==> src/rtl/ascon_perm_sequencer.sv <==
// Ascon permutation sequencer.
// Walks one operation through p^a initialisation, one p^b per data block
// (with a valid/ready handshake per block) and p^a finalisation, then
// pulses done for one cycle. Owns the round counter and the round-constant
// index. Every output is decoded from registered state only (Moore).
module ascon_perm_sequencer #(
  parameter int ROUND_A = 12,
  parameter int ROUND_B = 6,
  parameter int BLK_W   = 3
) (
  input  logic             clock_i,
  input  logic             reset_i,
  input  logic             start_i,
  input  logic [BLK_W-1:0] nblk_i,
  input  logic             data_valid_i,
  output logic             data_ready_o,
  output logic             perm_en_o,
  output logic             first_round_o,
  output logic [3:0]       round_o,
  output logic [BLK_W-1:0] block_o,
  output logic [1:0]       phase_o,
  output logic             busy_o,
  output logic             done_o
);

  typedef enum logic [2:0] {
    ST_IDLE   = 3'd0,
    ST_INIT   = 3'd1,
    ST_WAIT   = 3'd2,
    ST_ABSORB = 3'd3,
    ST_FINAL  = 3'd4,
    ST_DONE   = 3'd5
  } state_t;

  // Last round-counter value of p^a and p^b, and the first constant index of p^b.
  localparam logic [3:0]       LAST_A   = 4'(ROUND_A - 1);
  localparam logic [3:0]       LAST_B   = 4'(ROUND_B - 1);
  localparam logic [3:0]       ABS_BASE = 4'(ROUND_A - ROUND_B);
  localparam logic [BLK_W-1:0] BLK_ZERO = BLK_W'(0);
  localparam logic [BLK_W-1:0] BLK_ONE  = BLK_W'(1);

  state_t           state;
  state_t           state_nxt;
  logic [3:0]       rnd_cnt;
  logic [3:0]       rnd_cnt_nxt;
  logic [BLK_W-1:0] blk_cnt;
  logic [BLK_W-1:0] blk_cnt_nxt;
  logic [BLK_W-1:0] blk_inc;
  logic [BLK_W-1:0] nblk_q;
  logic [BLK_W-1:0] nblk_nxt;

  assign blk_inc = blk_cnt + BLK_ONE;

  // State, round counter, block index and latched block count registers.
  always_ff @(posedge clock_i or posedge reset_i) begin
    if (reset_i) begin
      state   <= ST_IDLE;
      rnd_cnt <= 4'd0;
      blk_cnt <= BLK_ZERO;
      nblk_q  <= BLK_ZERO;
    end else begin
      state   <= state_nxt;
      rnd_cnt <= rnd_cnt_nxt;
      blk_cnt <= blk_cnt_nxt;
      nblk_q  <= nblk_nxt;
    end
  end

  // Next-state logic; the round counter is held at 0 outside permutations
  // so it is already cleared when the next permutation begins.
  always_comb begin
    state_nxt   = state;
    rnd_cnt_nxt = 4'd0;
    blk_cnt_nxt = blk_cnt;
    nblk_nxt    = nblk_q;
    case (state)
      ST_IDLE: begin
        if (start_i) begin
          nblk_nxt    = nblk_i;
          blk_cnt_nxt = BLK_ZERO;
          state_nxt   = ST_INIT;
        end else begin
          state_nxt   = ST_IDLE;
        end
      end
      ST_INIT: begin
        if (rnd_cnt == LAST_A) begin
          state_nxt = (nblk_q != BLK_ZERO) ? ST_WAIT : ST_FINAL;
        end else begin
          rnd_cnt_nxt = rnd_cnt + 4'd1;
        end
      end
      ST_WAIT: begin
        if (data_valid_i) begin
          state_nxt = ST_ABSORB;
        end else begin
          state_nxt = ST_WAIT;
        end
      end
      ST_ABSORB: begin
        if (rnd_cnt == LAST_B) begin
          blk_cnt_nxt = blk_inc;
          state_nxt   = (blk_inc == nblk_q) ? ST_FINAL : ST_WAIT;
        end else begin
          rnd_cnt_nxt = rnd_cnt + 4'd1;
        end
      end
      ST_FINAL: begin
        if (rnd_cnt == LAST_A) begin
          state_nxt = ST_DONE;
        end else begin
          rnd_cnt_nxt = rnd_cnt + 4'd1;
        end
      end
      ST_DONE: begin
        state_nxt = ST_IDLE;
      end
      default: begin
        state_nxt = ST_IDLE;
      end
    endcase
  end

  // Output decode from the registered state and round counter.
  always_comb begin
    data_ready_o  = 1'b0;
    perm_en_o     = 1'b0;
    first_round_o = 1'b0;
    round_o       = 4'd0;
    phase_o       = 2'd0;
    busy_o        = 1'b0;
    done_o        = 1'b0;
    case (state)
      ST_IDLE: begin
        busy_o = 1'b0;
      end
      ST_INIT: begin
        perm_en_o     = 1'b1;
        first_round_o = (rnd_cnt == 4'd0);
        round_o       = rnd_cnt;
        phase_o       = 2'd1;
        busy_o        = 1'b1;
      end
      ST_WAIT: begin
        data_ready_o = 1'b1;
        phase_o      = 2'd2;
        busy_o       = 1'b1;
      end
      ST_ABSORB: begin
        perm_en_o     = 1'b1;
        first_round_o = (rnd_cnt == 4'd0);
        round_o       = ABS_BASE + rnd_cnt;
        phase_o       = 2'd2;
        busy_o        = 1'b1;
      end
      ST_FINAL: begin
        perm_en_o     = 1'b1;
        first_round_o = (rnd_cnt == 4'd0);
        round_o       = rnd_cnt;
        phase_o       = 2'd3;
        busy_o        = 1'b1;
      end
      ST_DONE: begin
        done_o = 1'b1;
      end
      default: begin
        busy_o = 1'b0;
      end
    endcase
  end

  assign block_o = blk_cnt;

endmodule

==> config.mk <==
export PLATFORM = sky130hd
export DESIGN_NAME = ascon_perm_sequencer
export DESIGN_NICKNAME = d
export VERILOG_FILES = /design/src/rtl/ascon_perm_sequencer.sv
export SDC_FILE = /design/constraint.sdc
export NUM_CORES = 1
export LEC_CHECK = 0
export BUFFER_PORTS_ARGS = -buffer_cell sky130_fd_sc_hd__buf_2
export CAP_MARGIN = 20
export CELL_PAD_IN_SITES_DETAIL_PLACEMENT = 1
export CELL_PAD_IN_SITES_GLOBAL_PLACEMENT = 1
export CORE_ASPECT_RATIO = 0.9
export CORE_MARGIN = 5
export CORE_UTILIZATION = 42
export CTS_CLUSTER_SIZE = 16
export DETAILED_ROUTE_END_ITERATION = 10
export PLACE_DENSITY = 0.94
export SETUP_SLACK_MARGIN = 0.05
export SLEW_MARGIN = 5
export SYNTH_ARGS = -nofsm -noshare
export SYNTH_HDL_FRONTEND = slang
export SYNTH_SLANG_ARGS = --single-unit
==> constraint.sdc <==
create_clock -name clock_i -period 2.4 [get_ports clock_i]
set_input_delay 0.6 -clock clock_i [delete_from_list [all_inputs] [get_ports clock_i]]
set_output_delay 0.6 -clock clock_i [all_outputs]
set_load 0.01 [all_outputs]
==> reports/results.md <==
| Step | Quantity | This run |
|:---|:---|:---|
| routing | DRC errors left | 0 |
| placement | Placement Setup Slack | 433 ps |
| worst setup path | Data arrival at the endpoint of the critical path | 1630 ps |
| global route | Total track usage | 16.8% |
| power and ir drop | Clock power frac | 10.6% |
| power and ir drop | Leak pwr | 0.535 nW |
| floorplanning | Count of standard-cell rows | 16 |
| floorplanning | Floorplan die width | 59.8 um |
| clocking | Root Buffer | sky130_fd_sc_hd__clkbuf_4 |
| layout | Count of antenna diodes in the layout | 0 |
| synth | Average size of a mapped cell | 8.75 um^2 |
| layout | Syn-to-layout area delta | 16.6% |
| layout | Area occupied by multi-input gates | 541 um^2 |
| synth | Total of flip-flops plus latches after synthesis | 13 |
| timing | Count of final setup violators | 0 |
| worst setup path | CP Launch Point | state[1] |
| routing | Number of antenna-violating nets in the routed design | 0 |
| clocking | Cts bufs inserted | 3 |
| worst setup path | Worst setup path category | flip-flop to output port |
| worst setup path | Reg-to-reg startpoint | block_o[0] |
| layout | Commonest cells after routing, fill and taps aside | 20 x sky130_fd_sc_hd__buf_2, 15 x sky130_fd_sc_hd__nand2_1, 12 x sky130_fd_sc_hd__dfrtp_1 |
| placement | Count of input and output buffers | 20 |
| floorplanning | CORE AREA | 2160 um^2 |
| synth | Count of warnings emitted by yosys | 0 |
| timing | Final worst-path setup slack | 169 ps |
| hold path | Type of the worst min-delay path | primary input to asynchronous set/reset pin |
| clocking | Clock latency on the worst-skew pair | 280 ps |
| synth | Cell count after synthesis | 107 |
| clocking | Number of sinks on the clock net | 13 |
| timing | Number of endpoints with negative hold slack in the final report | 0 |
| worst setup path | Max stage delay cell, worst path | sky130_fd_sc_hd__dfrtp_1 |
| layout | Most common cell after layout, fill and taps aside | sky130_fd_sc_hd__buf_2 |
| timing | Final Skew | 3.04 ps |
| floorplanning | Floorplan die area | 3270 um^2 |
| clocking | TritonCTS clock tree | yes |
| run status | Outcome | complete, no violations |
| timing | Max Slew Vio Count | 0 |
| power and ir drop | Switching part of the total power | 44.8% |
| global route | Global-route congestion overflow total | 0 |
| synth | Portion of the post-synthesis area used by sequential elements | 34.8% |
| clocking | Maximum buffer depth of the clock tree | 2 |
| timing | Setup repair after global routing missed its margin | false |
| layout | Final Net Count | 143 |
| floorplanning | Starting density of the core | 43.3% |
| timing | Sum of negative setup slack | 0 ps |
| power and ir drop | Switching power total | 0.560 mW |
| routing | Violation count after the first detailed-route iteration | 10 |
| worst setup path | Cells along the critical path | nor3b_1 > nor2_1 > nor4b_1 > buf_2 |
| worst setup path | Register-to-register setup slack | 740 ps |
| placement | Gp weighted congestion | 0.834 |
| layout | Sequential cell area | 327 um^2 |
| routing | Aggregate routed wire length | 2320 um |
| power and ir drop | Share of total power in combinational logic | 56.8% |
| routing | Post-DR wirelength/cell | 14.9 um |
| global route | Maximum number of pins on one net before global-route repair | 14 |
| routing | Post-detailed-route via-to-cell ratio | 5.33 |
| floorplanning | Io pins | 21 |
| placement | Detail Placement HPWL | 1830 um |
| global route | Number of global-route vias before repair | 890 |
| layout | Fill cell total of the finished layout | 274 |
| power and ir drop | Sequential fraction of design power | 32.7% |
| worst setup path | Critical path fanouts, max | 11 |
| synth | Mapped cell area | 936 um^2 |
| timing | Maximum clock frequency | 448 MHz |
| power and ir drop | Int Power | 0.689 mW |
| job | Number of max-cap violations | 0 |
| global route | Wire length of the first global-routing pass | 4000 um |
| timing | Rel. slew slack | 50.4% |
| layout | Ratio of cells with drive above 1 in the final layout | 23.3% |
| synth | Number of distinct library cells after synthesis | 35 |
| worst setup path | Largest incremental delay on the critical path | 490 ps |
| worst setup path | Required time reported for the critical path endpoint | 1800 ps |
| floorplanning | Die extent in y | 54.8 um |
| timing | Final min period | 2230 ps |
| power and ir drop | PD cells | 1140 nW/um^2 |
| clocking | H-tree levels | 1 |
| timing | Transition at the pin with the smallest max-transition slack | 733 ps |
| global route | Antenna violations before repair | 0 |
| clocking | Clock-pin transition on the worst setup and hold timing paths | 70 ps |
| routing | Via count of the routed design | 832 |
| timing | Final Cycle Share | 92.9% |
| worst setup path | Element type at the critical path end | output port |
| routing | Iteration count of the initial detailed-routing pass | 4 |
| power and ir drop | Max VDD drop | 650 uV |
| synth | Net count of the mapped netlist | 120 |
| worst setup path | CP startpoint kind | flip-flop |
==> power groups by stage <==
stage          logic (mW)  registers, mW  clock network [mW]
2_1_floorplan       0.537          0.364                   0
5_1_grt             0.806          0.429               0.154
4_1_cts             0.711          0.408               0.138
3_3_place_gp        0.666          0.401                   0
3_5_place_dp        0.704          0.412                   0
6_report            0.709          0.408               0.132
==> metal layers <==
layer | global-route usage [%] | vias to the layer above | part of all wire, %
li1 | - | 414 | -
met1 | 19.9 | 399 | 43
met2 | 27.7 | 11 | 52
met3 | 5.66 | 8 | 3.1
met4 | 7.38 | 0 | 2.3
met5 | 0 | - | 0
==> final cells by class <==
| class | count | area share (%) |
|---|---|---|
| Clock buffer | 4 | 2.41 |
| Inverter | 7 | 2.41 |
| Timing Repair Buffer | 25 | 12.6 |
| Tap cell | 27 | 3.10 |
| Multi-Input combinational cell | 80 | 49.5 |
| Sequential cell | 13 | 29.9 |
==> worst paths after layout <==
path | to | cells after the start
worst max-delay path | first_round_o | 4
worst min-delay path | block_o[1] | 2
worst max register to register | state[1] | 4
worst min register to register | rnd_cnt[0] | 1
max in group asynchronous | rnd_cnt[2] | 2
min in group clock_i | nblk_q[0] | 3
==> registers in the layout (all words and copies together) (netlist names) <==
name / count
block_o: 3
rnd_cnt: 4
state: 3
nblk_q: 3
==> Yosys cell counts, drive strengths merged <==
| cell type | instances | share of area, % |
|---|---|---|
| nand2 | 15 | 6.0 |
| dfrtp | 13 | 35 |
| nor2 | 9 | 3.6 |
| inv | 7 | 2.8 |
| nand2b | 7 | 4.7 |
| ha | 6 | 8.0 |
| xnor2 | 5 | 4.7 |
| a21oi | 4 | 2.1 |
| buf | 4 | 3.5 |
| clkbuf | 3 | 1.2 |
| o21ai | 3 | 1.6 |
| o22ai | 3 | 2.0 |
| a211oi | 2 | 1.6 |
| and4b | 2 | 2.1 |
| nor2b | 2 | 1.3 |
| nor3 | 2 | 1.1 |
| nor4b | 2 | 1.9 |
| or3 | 2 | 1.3 |
| a211o | 1 | 0.94 |
| a311oi | 1 | 0.94 |
| a31o | 1 | 0.94 |
| a32oi | 1 | 0.94 |
| and3 | 1 | 0.67 |
| nand3 | 1 | 0.53 |
| nand3b | 1 | 0.80 |
| nand4b | 1 | 0.94 |
| nand4bb | 1 | 1.2 |
| nor3b | 1 | 0.80 |
| nor4 | 1 | 0.67 |
| o211ai | 1 | 0.80 |
| o22a | 1 | 0.94 |
| or4b | 1 | 1.1 |
| xor2 | 1 | 0.94 |
| xor3 | 1 | 2.5 |
==> critical path, delay by kind of cell (launching register included) <==
family | cells | cell delay (ps)
buffers and inverters | 1 | 180
flip-flops | 1 | 490
AND/OR/NAND/NOR | 3 | 670
==> logic make-up after synthesis <==
| group | after synthesis | synth area share [%] |
|---|---|---|
| buffers and inverters | 14 | 7.49 |
| AND/OR/NAND/NOR | 49 | 28.7 |
| AO/OA/AOI/OAI | 18 | 12.8 |
| flip-flops | 13 | 34.8 |
| adder cells (fa/ha/maj) | 6 | 8.02 |
| XOR/XNOR | 7 | 8.15 |
==> per-stage QoR <==
stage	hold slack (ps)	utilization [%]	power, mW	instance area (um^2)	instances
3_3_place_gp	503	48.8	1.07	1060	151
3_5_place_dp	514	48.8	1.12	1060	151
5_1_grt	349	50.5	1.39	1090	156
6_report	321	50.5	1.25	1090	156
2_1_floorplan	477	-	0.901	936	107
4_1_cts	335	50.1	1.26	1080	155
==> what timing repair did <==
action | CTS | global route
setup buffers | 0 | 1
gates resized for setup | 0 | 2
hold buffers | 0 | 0
endpoints found under the setup margin | 0 | 1
No activity file was read; power rests on OpenSTA's default activity.
